--- src/rtl/alu_bcd_display.sv ---
// Serial binary-to-BCD converter for the ALU result display.
// Shift-and-add-3, one bit per clock; digits held until next completion.
module alu_bcd_display (
    input  logic       clk,
    input  logic       reset,
    input  logic       start,
    input  logic [7:0] bin,
    output logic       busy,
    output logic       done,
    output logic [3:0] bcd_hundreds,
    output logic [3:0] bcd_tens,
    output logic [3:0] bcd_ones,
    output logic       blank_h,
    output logic       blank_t
);

    typedef enum logic [0:0] {
        IDLE  = 1'b0,
        SHIFT = 1'b1
    } state_t;

    state_t      state_q, state_d;
    logic [7:0]  sh_q, sh_d;
    logic [11:0] work_q, work_d;
    logic [2:0]  cnt_q, cnt_d;
    logic        busy_q, busy_d;
    logic        done_q, done_d;
    logic [3:0]  hund_q, hund_d;
    logic [3:0]  tens_q, tens_d;
    logic [3:0]  ones_q, ones_d;
    logic        blank_h_q, blank_h_d;
    logic        blank_t_q, blank_t_d;

    logic [11:0] adj;
    logic [19:0] shifted;

    // Per-nibble add-3 correction ahead of the shift.
    always_comb begin
        adj = work_q;
        for (int n = 0; n < 3; n++) begin
            if (work_q[n*4 +: 4] >= 4'd5) begin
                adj[n*4 +: 4] = work_q[n*4 +: 4] + 4'd3;
            end
        end
    end

    assign shifted = {adj, sh_q} << 1;

    // Next-state logic for the conversion sequencer and output registers.
    always_comb begin
        state_d   = state_q;
        sh_d      = sh_q;
        work_d    = work_q;
        cnt_d     = cnt_q;
        busy_d    = busy_q;
        done_d    = 1'b0;
        hund_d    = hund_q;
        tens_d    = tens_q;
        ones_d    = ones_q;
        blank_h_d = blank_h_q;
        blank_t_d = blank_t_q;
        unique case (state_q)
            IDLE: begin
                if (start) begin
                    state_d = SHIFT;
                    sh_d    = bin;
                    work_d  = 12'd0;
                    cnt_d   = 3'd0;
                    busy_d  = 1'b1;
                end
            end
            SHIFT: begin
                work_d = shifted[19:8];
                sh_d   = shifted[7:0];
                cnt_d  = cnt_q + 3'd1;
                if (cnt_q == 3'd7) begin
                    state_d   = IDLE;
                    busy_d    = 1'b0;
                    done_d    = 1'b1;
                    hund_d    = shifted[19:16];
                    tens_d    = shifted[15:12];
                    ones_d    = shifted[11:8];
                    blank_h_d = (shifted[19:16] == 4'd0);
                    blank_t_d = (shifted[19:16] == 4'd0)
                              && (shifted[15:12] == 4'd0);
                end
            end
        endcase
    end

    // State and output registers; reset shows a blanked 000.
    always_ff @(posedge clk or posedge reset) begin
        if (reset) begin
            state_q   <= IDLE;
            sh_q      <= 8'd0;
            work_q    <= 12'd0;
            cnt_q     <= 3'd0;
            busy_q    <= 1'b0;
            done_q    <= 1'b0;
            hund_q    <= 4'd0;
            tens_q    <= 4'd0;
            ones_q    <= 4'd0;
            blank_h_q <= 1'b1;
            blank_t_q <= 1'b1;
        end else begin
            state_q   <= state_d;
            sh_q      <= sh_d;
            work_q    <= work_d;
            cnt_q     <= cnt_d;
            busy_q    <= busy_d;
            done_q    <= done_d;
            hund_q    <= hund_d;
            tens_q    <= tens_d;
            ones_q    <= ones_d;
            blank_h_q <= blank_h_d;
            blank_t_q <= blank_t_d;
        end
    end

    assign busy         = busy_q;
    assign done         = done_q;
    assign bcd_hundreds = hund_q;
    assign bcd_tens     = tens_q;
    assign bcd_ones     = ones_q;
    assign blank_h      = blank_h_q;
    assign blank_t      = blank_t_q;

endmodule

--- config.mk ---
export PLATFORM = sky130hd
export DESIGN_NAME = alu_bcd_display
export DESIGN_NICKNAME = d
export VERILOG_FILES = /design/src/rtl/alu_bcd_display.sv
export SDC_FILE = /design/constraint.sdc
export NUM_CORES = 1
export LEC_CHECK = 0
export BUFFER_PORTS_ARGS = -buffer_cell sky130_fd_sc_hd__buf_2
export CORE_MARGIN = 4
export CORE_UTILIZATION = 35
export DETAILED_ROUTE_END_ITERATION = 7
export HOLD_SLACK_MARGIN = 0.06
export PLACE_DENSITY = 0.56
export SYNTH_ARGS = -nofsm -noshare
export SYNTH_HDL_FRONTEND = slang
export SYNTH_SLANG_ARGS = --single-unit
--- constraint.sdc ---
create_clock -name clk -period 1.96 [get_ports clk]
set_input_delay 0.196 -clock clk [delete_from_list [all_inputs] [get_ports clk]]
set_output_delay 0.196 -clock clk [all_outputs]
set_load 0.01 [all_outputs]
==> metrics.txt <==
status=finished, final reports clean; die area=0.00682 sq mm; Storage cell area=0.00100 sq mm; M1 GR Usage=0.169; drt first-iter violations=43; Syn Area/Cell=10.6 sq um; Yosys cell types=27; Final min period=1.72 ns; worst vdd ir=0.709 mV; Max Slew Vio Count=0; clk sinks=40; worst setup margin=0.245 ns; hold crit path type=in2reg; Multi-input gate area=880 sq um; CP Capture Type=register; Power Dens Cells=1670 mW/mm^2; Layout Skew=0.00930 ns; Rows=26; WL final=3670 um; sequential area share after synthesis=0.515; Leak Pwr=1.12 nW; Max Cap Viol=0; via count=1,358; CTS Root Cell=clkbuf_8; startpoint class of the critical path=register; CTS H-tree lvls=2; fmax=583 MHz; pin count of the biggest net entering global routing=43; global route hottest layer=met2; Mapped Area=0.00195 sq mm; Skew-Pair Late Insertion Delay=0.29 ns; Tcrit/Tclk final=0.875; HPWL Detailed=2490 um; Port Buffers=26; Synth Flop Type=dfrtp_1; Synth async-reset ratio=1.00; drt pass-1 iters=4; TNS Setup=0 ns; # IOs=27; cells after synthesis=184; initial antenna violation count=0; placed cell area=0.00216 sq mm; layout cells sized above 1=0.233; global routing usage on met2=0.188; global-route wire length before repair=6350 um; vias in the first global route=1,366; cts bufs inserted=5; Crit Path Category=reg2reg; Die Y=82.6 um; Antenna Nets Post-Route=0; hold violation count in the final report=0; Reg clk slew, reported paths=0.08 ns; Clock Tree Buf Depth=2; Worst Max-Slew Pin Slew=0.507 ns; final number of setup-violating endpoints=0; Synth area leader=dfrtp_1; area share of the largest cell type after synthesis=0.488; worst hold slack=0.159 ns; largest cells by area after synthesis=dfrtp_1 49%, mux2i_1 8.7%, ha_1 5.1%; yosys warns=0; Post-layout nets=233; CTS tree=yes; Area Overhead vs Synth=17.0%; routed len/inst=12.9 um; EDFF count, synth=0; # Post-CTS Setup Buffers=0; RePlAce Congestion=0.722; DRC errors left=0; Overflow after GRT=0; total track usage=0.123; post-CTS sizing=0; met3 GRT Util=0.0325; RSZ-0062 raised after global routing=false; starting density of the core=0.372; CP Max Fanout=6; register bit total from synthesis=40; Critical Path RT=2.16 ns; Final Cell Area=0.00228 sq mm; syn nets=203; Slew headroom=0.662; Fill cells=509; cts hold-fix bufs=1; pre-CTS setup slack=0.244 ns; Antenna diodes=0; Die W=82.6 um; core footprint=0.00524 sq mm; crit path DAT=1.92 ns; Vias/cell=4.76
-- cell families (layout without fill, tap and decap cells) --
kind of cell,count (synthesis),in the layout,share of synthesized area
AND/OR/NAND/NOR,58,58,0.149
AO/OA/AOI/OAI,36,36,0.116
XOR/XNOR,3,3,0.0135
multiplexers,23,23,0.122
flip-flops,40,40,0.515
buffers and inverters,16,47,0.0328
adder cells (fa/ha/maj),8,8,0.0514
-- layer usage --
metal  share of wire  vias up  wire length, um
li1                -      690                -
met1            0.53      641             1930
met2            0.41       23             1520
met3           0.049        4              178
met4           0.012        0               43
met5               0        -                0
-- power breakdown --
group          switching (mW)  internal (mW)
clock network           0.295          0.377
logic                   0.896          0.771
registers               0.260           1.20
-- state kept, by name (all words and copies together), names as in the netlist, 3 cells and up --
name          count
work_q           12
sh_q              8
cnt_q             3
bcd_tens          4
bcd_ones          4
bcd_hundreds      4
-- worst max-delay path, stage by stage (launching register included) --
cell	delay [ns]
dfrtp_1	0.45
inv_1	0.08
ha_1	0.24
nand2b_1	0.09
a21oi_2	0.24
mux2i_1	0.17
o41ai_2	0.35
-- metrics by stage --
stage          utilization  power, mW  std cells
2_1_floorplan            -       2.71        184
4_1_cts              0.435       3.86        285
3_3_place_gp         0.412       3.14        276
6_report             0.435       3.80        285
5_1_grt              0.435       4.17        285
3_5_place_dp         0.412       3.17        276
-- placed cells by master, fill, tap and decap left out --
cell and n:
mux2i_1 17, nand2b_1 4, nor3_1 2, dfrtp_1 38
a21oi_2 2, nor2_1 7, bufinv_16 1, and2_1 2
a21o_1 5, nand3b_1 2, clkbuf_8 5, buf_4 3
ha_1 8, o31ai_1 1, clkinv_1 1, o41ai_2 1
a22o_1 1, dlygate4sd3_1 1, clkinvlp_4 1, a21oi_1 5
a211oi_2 1, nand2_2 1, mux2_2 6, xnor2_1 3
nor3b_1 11, dfstp_2 2, clkinv_2 1, nand3_1 3
nand2_1 26, buf_2 26, inv_1 8, o21ai_0 20
-- final timing paths --
path,start,end,slack [ns],depth (start not counted)
max,work_q[8],blank_t,0.24,6
min,bin[0],sh_q[0],0.16,3
max reg2reg,work_q[8],blank_t,0.24,6
min reg2reg,bcd_ones[1],bcd_ones[1],0.48,2
max in group asynchronous,reset,blank_t,1.03,4
min in group asynchronous,reset,sh_q[4],0.57,4
-- cell usage after synthesis, types with 2 or more instances --
cell and instances:
and2_1 2, mux2i_1 17, mux2_2 6, nand2_1 26, nand3b_1 2, clkbuf_1 4, nand2b_1 4, nor3b_1 11
dfrtp_1 38, a21oi_1 5, a21o_1 5, o21ai_0 20, nor3_1 2, nor2_1 7, buf_2 3, nand3_1 3
a21oi_2 2, ha_1 8, dfstp_2 2, inv_1 8, xnor2_1 3
-- area by class of cell --
class / instances / share of cell area
Clock buffer: 5 / 0.0302
Clock inverter: 3 / 0.0187
Inverter: 9 / 0.0148
Multi-Input combinational cell: 128 / 0.386
Sequential cell: 40 / 0.440
Tap cell: 70 / 0.0384
Timing Repair Buffer: 30 / 0.0714
Power figures use the tool's default switching activity.
